`src/rtl/brick_pkg.sv`:
```
// brick_pkg: shared colours, FSM encoding and brick geometry defaults for the brick drawer
package brick_pkg;
  typedef enum logic [1:0] {S_IDLE = 2'd0, S_DRAW = 2'd1, S_DONE = 2'd2} state_t;
  localparam logic [2:0] COL_BLACK  = 3'b000;
  localparam logic [2:0] COL_RED    = 3'b100;
  localparam logic [2:0] COL_YELLOW = 3'b110;
  localparam logic [2:0] COL_GREEN  = 3'b010;
  localparam logic [2:0] COL_WHITE  = 3'b111;
  localparam int BRICK_W_DEF = 16;
  localparam int BRICK_H_DEF = 8;
  function automatic logic [2:0] health_colour(input logic [1:0] h);
    return h == 2'd0 ? COL_BLACK : h == 2'd1 ? COL_RED : h == 2'd2 ? COL_YELLOW : COL_GREEN;
  endfunction
endpackage

```
`src/rtl/brick_colour.sv`:
```
// brick_colour: health (plus optional border flag) to 3-bit pixel colour; erased bricks stay black
module brick_colour
  import brick_pkg::*;
(
  input  logic [1:0] health_i,
  input  logic       border_i,
  output logic [2:0] colour_o
);
  assign colour_o = (border_i && health_i != 2'd0) ? COL_WHITE : health_colour(health_i);
endmodule

```
`src/rtl/brick_drawer.sv`:
```
// brick_drawer: rasterises one brick per start into registered VGA plot commands, with a one-entry pending slot.
// Optional macro BRICK_BORDER_EN draws a white outline around bricks with non-zero health.
module brick_drawer
  import brick_pkg::*;
#(
  parameter int BRICK_W = BRICK_W_DEF,
  parameter int BRICK_H = BRICK_H_DEF
) (
  input  logic       clk,
  input  logic       resetn,
  input  logic       start,
  input  logic [9:0] x_in,
  input  logic [9:0] y_in,
  input  logic [1:0] health,
  output logic       busy,
  output logic       full,
  output logic       done,
  output logic       overflow,
  output logic [9:0] vga_x,
  output logic [9:0] vga_y,
  output logic [2:0] colour,
  output logic       plot
);
  localparam int PW = $clog2(BRICK_W);
  localparam int PH = $clog2(BRICK_H);
  state_t state_q, state_d;
  logic [9:0] x_q, x_d, y_q, y_d, qx_q, qx_d, qy_q, qy_d;
  logic [1:0] h_q, h_d, qh_q, qh_d;
  logic [PW-1:0] px_q, px_d;
  logic [PH-1:0] py_q, py_d;
  logic pv_q, pv_d, ovf_q, ovf_d;
  logic [9:0] vx_q, vy_q;
  logic [2:0] col_q, col_d;
  logic plot_q;
  logic last_col, last_px, border_d;
  assign last_col = px_q == PW'(BRICK_W - 1);
  assign last_px  = last_col && py_q == PH'(BRICK_H - 1);
`ifdef BRICK_BORDER_EN
  assign border_d = px_d == '0 || px_d == PW'(BRICK_W - 1) || py_d == '0 || py_d == PH'(BRICK_H - 1);
`else
  assign border_d = 1'b0;
`endif
  brick_colour u_colour (.health_i(h_d), .border_i(border_d), .colour_o(col_d));
  // State, active/pending registers and the output registers, which are fed from next-state values so plot aligns with DRAW
  always_ff @(posedge clk) begin
    if (!resetn) begin
      state_q <= S_IDLE;
      {x_q, y_q, h_q, px_q, py_q} <= '0;
      {pv_q, qx_q, qy_q, qh_q, ovf_q} <= '0;
      {vx_q, vy_q, col_q, plot_q} <= '0;
    end else begin
      state_q <= state_d;
      {x_q, y_q, h_q, px_q, py_q} <= {x_d, y_d, h_d, px_d, py_d};
      {pv_q, qx_q, qy_q, qh_q, ovf_q} <= {pv_d, qx_d, qy_d, qh_d, ovf_d};
      plot_q <= state_d == S_DRAW;
      if (state_d == S_DRAW) begin
        vx_q  <= x_d + 10'(px_d);
        vy_q  <= y_d + 10'(py_d);
        col_q <= col_d;
      end
    end
  end
  // Next-state logic
  always_comb begin
    state_d = state_q;
    case (state_q)
      S_IDLE:  state_d = start ? S_DRAW : S_IDLE;
      S_DRAW:  state_d = last_px ? S_DONE : S_DRAW;
      S_DONE:  state_d = (pv_q || start) ? S_DRAW : S_IDLE;
      default: state_d = S_IDLE;
    endcase
  end
  // Raster counters, brick loading and pending-slot bookkeeping
  always_comb begin
    {x_d, y_d, h_d, px_d, py_d} = {x_q, y_q, h_q, px_q, py_q};
    {pv_d, qx_d, qy_d, qh_d, ovf_d} = {pv_q, qx_q, qy_q, qh_q, ovf_q};
    case (state_q)
      S_IDLE: if (start) {x_d, y_d, h_d, px_d, py_d} = {x_in, y_in, health, PW'(0), PH'(0)};
      S_DRAW: begin
        px_d = last_col ? '0 : px_q + PW'(1);
        py_d = last_col ? py_q + PH'(1) : py_q;
        ovf_d = ovf_q | (start & pv_q);
        if (start && !pv_q) {pv_d, qx_d, qy_d, qh_d} = {1'b1, x_in, y_in, health};
      end
      S_DONE: begin
        {px_d, py_d} = '0;
        if (pv_q) {x_d, y_d, h_d, pv_d} = {qx_q, qy_q, qh_q, start};
        else if (start) {x_d, y_d, h_d} = {x_in, y_in, health};
        if (pv_q && start) {qx_d, qy_d, qh_d} = {x_in, y_in, health};
      end
      default: ;
    endcase
  end
  // Status outputs decoded from state
  always_comb begin
    busy = state_q != S_IDLE;
    done = state_q == S_DONE;
  end
  assign full     = pv_q;
  assign overflow = ovf_q;
  assign vga_x    = vx_q;
  assign vga_y    = vy_q;
  assign colour   = col_q;
  assign plot     = plot_q;
endmodule

```
`config.mk`:
```
export PLATFORM = sky130hd
export DESIGN_NAME = brick_drawer
export DESIGN_NICKNAME = d
export VERILOG_FILES = /design/src/rtl/brick_pkg.sv /design/src/rtl/brick_colour.sv /design/src/rtl/brick_drawer.sv
export SDC_FILE = /design/constraint.sdc
export NUM_CORES = 1
export LEC_CHECK = 0
export BUFFER_PORTS_ARGS = -buffer_cell sky130_fd_sc_hd__buf_2
export CAP_MARGIN = 20
export CORE_UTILIZATION = 55
export DETAILED_ROUTE_END_ITERATION = 10
export GPL_ROUTABILITY_DRIVEN = 0
export GPL_TIMING_DRIVEN = 0
export HOLD_SLACK_MARGIN = 0.05
export PLACE_DENSITY = 0.82
export REMOVE_ABC_BUFFERS = 1
export SLEW_MARGIN = 20
export SYNTH_ARGS = -nofsm -noshare
export SYNTH_HDL_FRONTEND = slang
export SYNTH_HIERARCHICAL = 1
export SYNTH_SLANG_ARGS = --single-unit
```
`constraint.sdc`:
```
create_clock -name clk -period 4.2 [get_ports clk]
set_input_delay 0.84 -clock clk [delete_from_list [all_inputs] [get_ports clk]]
set_output_delay 0.84 -clock clk [all_outputs]
set_load 0.02 [all_outputs]
```
==> results of run 1 <==
[routing by layer]
metal	global-route usage, %	vias up
met5	0	-
met4	12.7	0
met3	3.77	16
met2	44.3	106
met1	34.7	1708
li1	-	1742
[logic make-up after synthesis]
| logic type | synth area share [%] |
|---|---|
| AO/OA/AOI/OAI | 21.8 |
| XOR/XNOR | 1.30 |
| adder cells (fa/ha/maj) | 5.96 |
| buffers and inverters | 5.37 |
| flip-flops | 39.2 |
| multiplexers | 7.51 |
| other | 0.0930 |
| AND/OR/NAND/NOR | 18.8 |
[flip-flops by register name, indices dropped and copies added (netlist names), 2 cells and up]
name,cells
vga_y,10
h_q,2
qh_q,2
x_q,10
vga_x,10
qy_q,10
qx_q,10
py_q,3
px_q,4
colour,3
state_q,2
y_q,10
[final cells by class]
class	instances	area (um^2)	share of cell area (%)
sequential	79	1580	34.3
clock buffer	10	138	2.99
tap	96	120	2.61
inverter	22	82.6	1.79
clock inverter	6	92.6	2.01
timing repair buffer	55	327	7.09
multi-input combinational	338	2270	49.2
[power by group]
part / leakage (nW) / internal, W / switching [W] / total (W)
combinational: 1.31 / 0.000121 / 0.000196 / 0.000318
sequential: 0.647 / 0.000798 / 0.0000279 / 0.000826
clock: 0.109 / 0.000354 / 0.000292 / 0.000646
[worst paths after layout]
path / from / to / cells past startpoint / slack [ps]
min: vga_y[2] / vga_y[2] / 2 / 450
min reg2reg: vga_y[2] / vga_y[2] / 2 / 450
max reg2reg: state_q[0] / vga_y[8] / 14 / 260
max: state_q[0] / vga_y[8] / 14 / 260
[worst min-delay path, stage by stage (launching register included)]
cell	delay [ps]
dfxtp_1	310
nand2_1	50
a21oi_1	50
[cells in the final DEF (no fill, tap or decap), types with 3 or more instances in the layout]
cell,n
a211oi_1,3
a21o_1,6
a21oi_1,26
a222oi_1,5
a22o_1,6
a22oi_1,12
a32oi_1,4
and2_1,12
and3_1,4
buf_2,52
clkbuf_8,10
dfxtp_1,79
ha_1,14
inv_1,21
mux2i_1,28
nand2_1,54
nand2b_1,7
nand3_1,21
nor2_1,43
nor2b_1,4
nor3_1,5
o211ai_1,12
o21a_1,3
o21ai_0,14
xnor2_1,5
[metrics by stage]
step | hold slack [ps] | power [W] | worst slack (ps) | util [%]
after detailed placement | 441 | 0.00115 | 33.7 | 62.8
after global routing | 472 | 0.00187 | 46.2 | 66.3
after global placement | 436 | 0.00113 | 105 | 61.7
after CTS | 452 | 0.00180 | 63.9 | 66.3
final | 451 | 0.00179 | 262 | 66.3
after floorplan | 454 | 0.00105 | 710 | -
==> qor.yml, run 1 <==
run_status:
  status: "complete, no violations"
yosys:
  yosysTopAreaCell: "dfxtp_1"
  yosysWarnings: 6
  synth_edf_count: 0
  yosysSeqAreaShare_pct: 39.2
  synth_top_flop_cell: "dfxtp_1"
  yosysMostFrequentCell: "dfxtp_1"
  async_flop_share_pct: 0
  synthTopCellsByArea: "dfxtp_1 (39%), mux2i_1 (7.0%), nand2_1 (5.0%), ha_1 (5.0%), nor2_1 (4.0%)"
  synthCells: 468
  synth.avg_cell_area_um2: 8.62
  ys_ff_latch: 79
  netlist_area_um2: 4030
  yosys.area.top_type_share_pct: 39.2
  synth.distinct_cells: 63
  synth_common_cells: "dfxtp_1 (79), nand2_1 (54), nor2_1 (43)"
timing:
  max_freq_mhz: 254
  worst_slew_pin_slew_ps: 827
  tns_ps: 0
  relSlewSlack_pct: 44.9
  period_share_pct: 93.8
  finalSetupViolations: 0
  period_needed_ps: 3940
  finClkSkew_ps: 7.72
  rsz0062_at_grt: "false"
  hold_viol: 0
  slew_viol_final: 0
clock_tree:
  cts_buffer_depth: 2
  clock-sinks: 79
  cts.htree.levels: 3
  cts_buffers: 9
  tritoncts: "built"
  clk_latency_ps: 350
  cts-root-buf: "clkbuf_8"
  cts_setup_buffers: 0
  cts_hold_buffers: 0
  cts_resized: 1
  path_clk_slew_ps: 80
critical_path:
  critical_path_peak_fanout: 19
  critPathTopFamily: "compound AO/OA/AOI/OAI gates"
  max_stage_delay_ps: 510
  start_kind: "register"
  path_buf_inv: 3
  worstSetupPathType: "reg2reg"
  cp-end-kind: "register"
  crit_arrival_ps: 4240
  cpMostUsedCell: "inv_1"
  cp.required_ps: 4500
  path_cells: "inv_1, ha_2, and2b_1, o21a_2, a22oi_1, nand2_1, ha_1, inv_1, fa_1, inv_1, a21oi_1, a2111o_1, or4_1, nand3_1"
  slowest_stage: "or4_1"
place:
  placed_cells: 590
  place.detailed.hpwl_um: 6390
  dpl_cell_area_um2: 4360
  port_buffers: 52
detailed_routing:
  drt-total-wl_um: 9580
  vias_per_cell: 5.89
  routed-wl-met3_um: 475
  num_vias: 3572
  dr.pass1.iters: 5
  dr_wl_met2_um: 4480
  wl_per_cell_um: 15.8
  route.detailed.drc: 0
  drt_first_iter_violations: 310
  ant_nets: 0
  routed.top_layer: "met4"
  met1Wirelength_um: 4450
layout:
  final_area_um2: 4610
  fin_cells: 606
  fillers: 572
  n_antenna_cell: 0
  final_nets: 548
  drive_gt1_share_pct: 17.1
  synthToLayoutAreaGrowth_pct: 14.2
global_routing:
  grt_pass1_vias: 3368
  grt_first_pass_wirelength_um: 15900
  grt_max_degree: 32
  grt_antenna_before_repair: 0
  overflow: 0
  track_usage_pct: 26.8
die:
  design.core.area_um2: 6940
  rows: 30
  die_h_um: 87.6
  die_x_um: 87.6
  start_util_pct: 58.1
  ioPinCount: 53
  die-area_um2: 7680
power:
  ir_drop_mv: 0.218
  leakage_nw: 2.07
  power.density_nw_per_um2: 388
run:
  cap_violations: 0
min_path:
  hold_path.class: "reg2reg"
Power figures use the tool's default switching activity.
==> inputs of run 2 (changes only) <==
Settings changed: CELL_PAD_IN_SITES_DETAIL_PLACEMENT set to 0, CELL_PAD_IN_SITES_GLOBAL_PLACEMENT set to 1, CORE_UTILIZATION 55 to 44, PLACE_DENSITY 0.82 to 0.85, SYNTH_HIERARCHICAL 1 to not set.
==> run 2 against run 1 <==
Against the previous run:
- combinational power decreased by 4%
- hold slack about the same
- die area increased by 22%
- largest cell class unchanged
==> qor.yml, run 2 <==
yosys:
  yosysSeqAreaShare_pct: 39.6
  yosys.area.top_type_share_pct: 39.6
  async_flop_share_pct: 0
  synthCells: 443
  yosysWarnings: 0
  synthTopCellsByArea: "dfxtp_1 (40%), mux2i_1 (5.6%), nor2b_1 (5.4%), ha_1 (5.1%), nand2_1 (5.0%)"
  yosysMostFrequentCell: "dfxtp_1"
  synth_edf_count: 0
  synth.distinct_cells: 52
  synth.avg_cell_area_um2: 8.90
  synth_top_flop_cell: "dfxtp_1"
  synth_common_cells: "dfxtp_1 (78), nand2_1 (53), nor2b_1 (34)"
  yosysTopAreaCell: "dfxtp_1"
  ys_ff_latch: 78
  netlist_area_um2: 3940
critical_path:
  r2r_end: "vga_x[8]"
  start_kind: "register"
  critical_path_peak_fanout: 20
  crit_arrival_ps: 4000
  worstSetupPathType: "reg2reg"
  cp-end-kind: "register"
  cp.required_ps: 4440
  r2r_slack_ps: 430
  rr_worst_depth: 16
  reg2reg_from: "state_q[0]"
timing:
  period_share_pct: 89.7
  relSlewSlack_pct: 42.6
  finClkSkew_ps: 9.51
  hold_viol: 0
  max_freq_mhz: 266
  slew_viol_final: 0
  worst_slew_pin_slew_ps: 861
  period_needed_ps: 3770
  tns_ps: 0
  rsz0062_at_grt: "false"
  fin_ws_ps: 434
  finalSetupViolations: 0
die:
  die_h_um: 96.7
  die_x_um: 96.7
  die-area_um2: 9350
  design.core.area_um2: 8680
  rows: 34
  ioPinCount: 53
  start_util_pct: 45.4
detailed_routing:
  dr.pass1.iters: 5
  num_vias: 3210
  drt_first_iter_violations: 157
  vias_per_cell: 5.40
  route.detailed.drc: 0
  ant_nets: 0
  drt-total-wl_um: 9250
  wl_per_cell_um: 15.6
global_routing:
  grt_max_degree: 31
  grt_antenna_before_repair: 0
  grt_first_pass_wirelength_um: 15300
  track_usage_pct: 20.4
  overflow: 0
  grt_pass1_vias: 3032
power:
  seqPwrFrac_pct: 48.6
  p_comb_share_pct: 18.2
  internal-power_w: 0.00120
  power.density_nw_per_um2: 371
  p_total_w: 0.00167
  leakage_nw: 2.11
  p_switching_w: 0.000477
  swShare_pct: 28.5
  p_clk_share_pct: 33.2
  ir_drop_mv: 0.159
clock_tree:
  path_clk_slew_ps: 80
  clk_latency_ps: 350
  cts_hold_buffers: 0
  cts_buffers: 9
  clock-sinks: 78
  cts_setup_buffers: 0
  cts-root-buf: "clkbuf_8"
  cts.htree.levels: 3
  cts_buffer_depth: 2
  tritoncts: "built"
min_path:
  min_from: "vga_y[6]"
  min_to: "vga_y[6]"
  hold_path_depth: 2
  hold_path.class: "reg2reg"
layout:
  n_antenna_cell: 0
  final-seq-area_um2: 1560
  final_cell_mix: "dfxtp_1 (78), nand2_1 (53), buf_2 (51), nor2b_1 (34)"
  fillers: 857
  synthToLayoutAreaGrowth_pct: 14.5
  layout.cells.most_common: "dfxtp_1"
  drive_gt1_share_pct: 16.9
  multi_input_area_um2: 2200
  final_nets: 525
  finish.utilization_pct: 52.0
run:
  cap_violations: 0
place:
  port_buffers: 51
  pre_cts_slack_ps: 156
  place.detailed.hpwl_um: 6310
run_status:
  status: "complete, no violations"
-- run 2: cell count changes after synthesis, sizes merged, moves of 4 or more --
cell,delta
a211oi,-4
a21boi,+9
a21oi,-9
a32oi,-4
and2,+11
inv,-5
mux2i,-6
nand3,-7
nor2,-32
nor2b,+30
o211a,+6
o211ai,-6
-- run 2: metrics by stage --
stage	cell area [um^2]	hold slack, ps	cells
after CTS	4510	451	594
final	4510	451	594
after floorplan	3800	477	415
after global placement	4190	442	574
after detailed placement	4320	440	579
after global routing	4510	490	594
-- run 2: power groups by stage --
stage,clock [W],combinational (W),sequential [W]
global route,0.000599,0.000335,0.000820
floorplan,0,0.000168,0.000850
global placement,0,0.000282,0.000829
CTS,0.000566,0.000305,0.000814
finish,0.000556,0.000304,0.000814
detailed placement,0,0.000304,0.000831
-- run 2: repair_timing --
item | in CTS | in global routing
gates resized for setup | 0 | 3
setup endpoints to repair | 0 | 3
hold endpoints to repair | 0 | 0
-- run 2: layer usage --
metal  share of wire (%)  GRT usage (%)  vias up
met5                   0              0        -
met3                 3.8           4.26        8
met4                 1.4           7.12        0
li1                    -              -     1611
met1                  49           27.7     1520
met2                  46           32.1       71
-- run 2: worst max-delay path: stages, from the launching register on --
cell and delay [ps]:
dfxtp_1 380, inv_1 80, ha_1 450, and2_4 380, nor2_1 130, o22ai_1 80, o21ai_0 410, ha_1 260
inv_1 50, fa_1 400, inv_1 70, a21oi_1 50, o21bai_1 220, nand3_1 170, or3_1 350, nand3_1 90
o211ai_1 80
-- run 2: logic make-up (layout without fill, tap and decap cells) --
kind of cell | count (synthesis) | after routing | synth area share (%)
DFF | 78 | 78 | 39.6
other | 1 | 1 | 0.0951
AOI/OAI and AO/OA | 102 | 102 | 18.3
adders and majority gates | 18 | 18 | 6.09
and+or+nand+nor | 161 | 161 | 21.3
xor gates and xnor gates | 11 | 11 | 2.44
buffers and inverters | 45 | 88 | 5.20
muxes | 27 | 27 | 7.01
-- run 2: how the worst max path moves through the flow --
stage | start | slack (ps) | cells after the start | end
final | state_q[0] | 430 | 16 | vga_x[8]
after global routing | state_q[0] | 100 | 16 | vga_y[8]
after detailed placement | state_q[0] | 160 | 15 | vga_x[8]
after global placement | start | -460 | 13 | vga_x[8]
after CTS | state_q[0] | 130 | 15 | vga_x[8]
after floorplan | state_q[0] | 770 | 14 | vga_x[8]
-- run 2: cell type report --
type	count	area share [%]
multi-input combinational	320	48.8
sequential	78	34.6
timing repair buffer	56	8.07
clock buffer	11	3.13
tap	108	2.99
inverter	17	1.41
clock inverter	4	1.05
==> inputs of run 3 (changes only) <==
Settings changed: CORE_UTILIZATION 44 to 47, PLACE_DENSITY 0.85 to 0.9, SYNTH_HIERARCHICAL set to 1.
Clock period 4.2 ns to 4.5 ns, I/O delays scaled along.
==> run 3 against run 2 <==
Against the previous run:
- global-route usage grew 2.6 points
- combinational power fell by 4%
- via count up 8.7%
- setup slack lost 21 ps
- register-to-register slack got worse by 20 ps
- highest routed layer unchanged
- critical path type unchanged
- maximum frequency shrank 7.9%
- hold slack better by 1.2 ps
- clock skew up 0.54 ps
- sequential power shrank 5.3%
- routed wire length up 3.5%
- largest cell class unchanged
- design area rose by 2.2%
- clock power up 13%
==> qor.yml, run 3 (synthesized netlist as in run 1, its figures left out) <==
run_status:
  status: "complete, no violations"
die:
  rows: 33
  ioPinCount: 53
  design.core.area_um2: 8260
  die-area_um2: 8950
  die_h_um: 94.6
  die_x_um: 94.6
  start_util_pct: 48.8
detailed_routing:
  drt-total-wl_um: 9580
  dr.pass1.iters: 5
  vias_per_cell: 5.69
  dr_wl_met2_um: 4450
  wl_per_cell_um: 15.6
  routed-wl-met3_um: 554
  routed.top_layer: "met4"
  num_vias: 3488
  ant_nets: 0
  route.detailed.drc: 0
  met1Wirelength_um: 4430
  drt_first_iter_violations: 233
timing:
  finClkSkew_ps: 10.1
  tns_ps: 0
  hold_viol: 0
  worst_slew_pin_slew_ps: 794
  period_needed_ps: 4090
  finalSetupViolations: 0
  slew_viol_final: 0
  relSlewSlack_pct: 47.1
  rsz0062_at_grt: "false"
  max_freq_mhz: 245
  period_share_pct: 90.8
power:
  internal-power_w: 0.00122
  p_switching_w: 0.000469
  seqPwrFrac_pct: 45.5
  swShare_pct: 27.7
  p_total_w: 0.00169
  power.density_nw_per_um2: 367
  p_clk_share_pct: 37.2
  leakage_nw: 2.07
  p_comb_share_pct: 17.2
  ir_drop_mv: 0.201
critical_path:
  critical_path_peak_fanout: 19
  rr_worst_depth: 14
  cp.required_ps: 4810
  r2r_slack_ps: 410
  crit_arrival_ps: 4390
  start_kind: "register"
  r2r_end: "vga_y[8]"
  worstSetupPathType: "reg2reg"
  reg2reg_from: "state_q[0]"
  cp-end-kind: "register"
clock_tree:
  cts_buffers: 9
  path_clk_slew_ps: 90
  clock-sinks: 79
  cts_buffer_depth: 2
  cts.htree.levels: 3
  tritoncts: "built"
  clk_latency_ps: 360
  cts-root-buf: "clkbuf_8"
layout:
  synthToLayoutAreaGrowth_pct: 14.4
  n_antenna_cell: 0
  drive_gt1_share_pct: 16.1
  fillers: 806
  final_nets: 547
  final_cell_mix: "dfxtp_1 (79), nand2_1 (54), buf_2 (52), nor2_1 (43), mux2i_1 (28)"
  fin_cells: 613
  layout.cells.most_common: "dfxtp_1"
min_path:
  min_from: "vga_x[3]"
  min_to: "vga_x[3]"
  hold_path_depth: 2
  hold_path.class: "reg2reg"
global_routing:
  grt_max_degree: 32
  grt_pass1_vias: 3325
  grt_first_pass_wirelength_um: 15800
  overflow: 0
  track_usage_pct: 23.0
  grt_antenna_before_repair: 0
run:
  cap_violations: 0
place:
  port_buffers: 52
  place.detailed.hpwl_um: 6510
  placed_cells: 598
-- run 3: through the flow --
stage	instance area, um^2	hold WS (ps)	utilization, %	worst slack (ps)
final	4610	452	55.9	413
after global routing	4610	483	55.9	95.5
after global placement	4290	439	52.0	284
after CTS	4610	456	55.8	304
after floorplan	3900	454	-	1010
after detailed placement	4370	445	52.9	251
-- run 3: final cells by class --
type,count,area (um^2),share of cell area (%)
Clock buffer,10,128,2.77
Clock inverter,5,106,2.31
Inverter,22,82.6,1.79
Multi-Input combinational cell,338,2270,49.2
Sequential cell,79,1580,34.3
Tap cell,105,131,2.85
Timing Repair Buffer,54,315,6.83
-- run 3: critical path, stage by stage, from the launching register on --
cell and delay, ps:
dfxtp_1 330, inv_1 80, ha_1 640, and2b_1 430
o21a_2 450, a22oi_1 180, nand2_1 130, ha_1 170
inv_1 60, fa_1 400, inv_1 80, a21oi_1 100
a2111o_1 420, or4_1 490, nand3_1 90
-- run 3: how the worst max path moves through the flow --
stage,to,slack [ps],from
after floorplan,vga_y[8],1010,state_q[0]
after global placement,vga_y[8],280,start
after detailed placement,vga_y[8],250,start
after CTS,vga_y[8],300,state_q[0]
after global routing,vga_y[8],100,state_q[0]
final,vga_y[8],410,state_q[0]
-- run 3: power groups by stage --
stage               sequential [W]  clock, W  combinational (W)
finish                    0.000771  0.000630           0.000291
global placement          0.000785         0           0.000279
global route              0.000777  0.000673           0.000325
detailed placement        0.000787         0           0.000292
floorplan                 0.000806         0           0.000170
CTS                       0.000771  0.000644           0.000293
-- run 3: routing by layer --
layer / GRT usage [%] / up-vias
li1: - / 1740
met1: 30.0 / 1651
met2: 36.6 / 84
met3: 3.95 / 13
met4: 11.0 / 0
met5: 0 / -
-- run 3: repair_timing --
item	4_1_cts	5_1_grt
buffers inserted	0	0
gates resized for setup	0	1
hold buffers	0	0
setup endpoints to repair	0	2
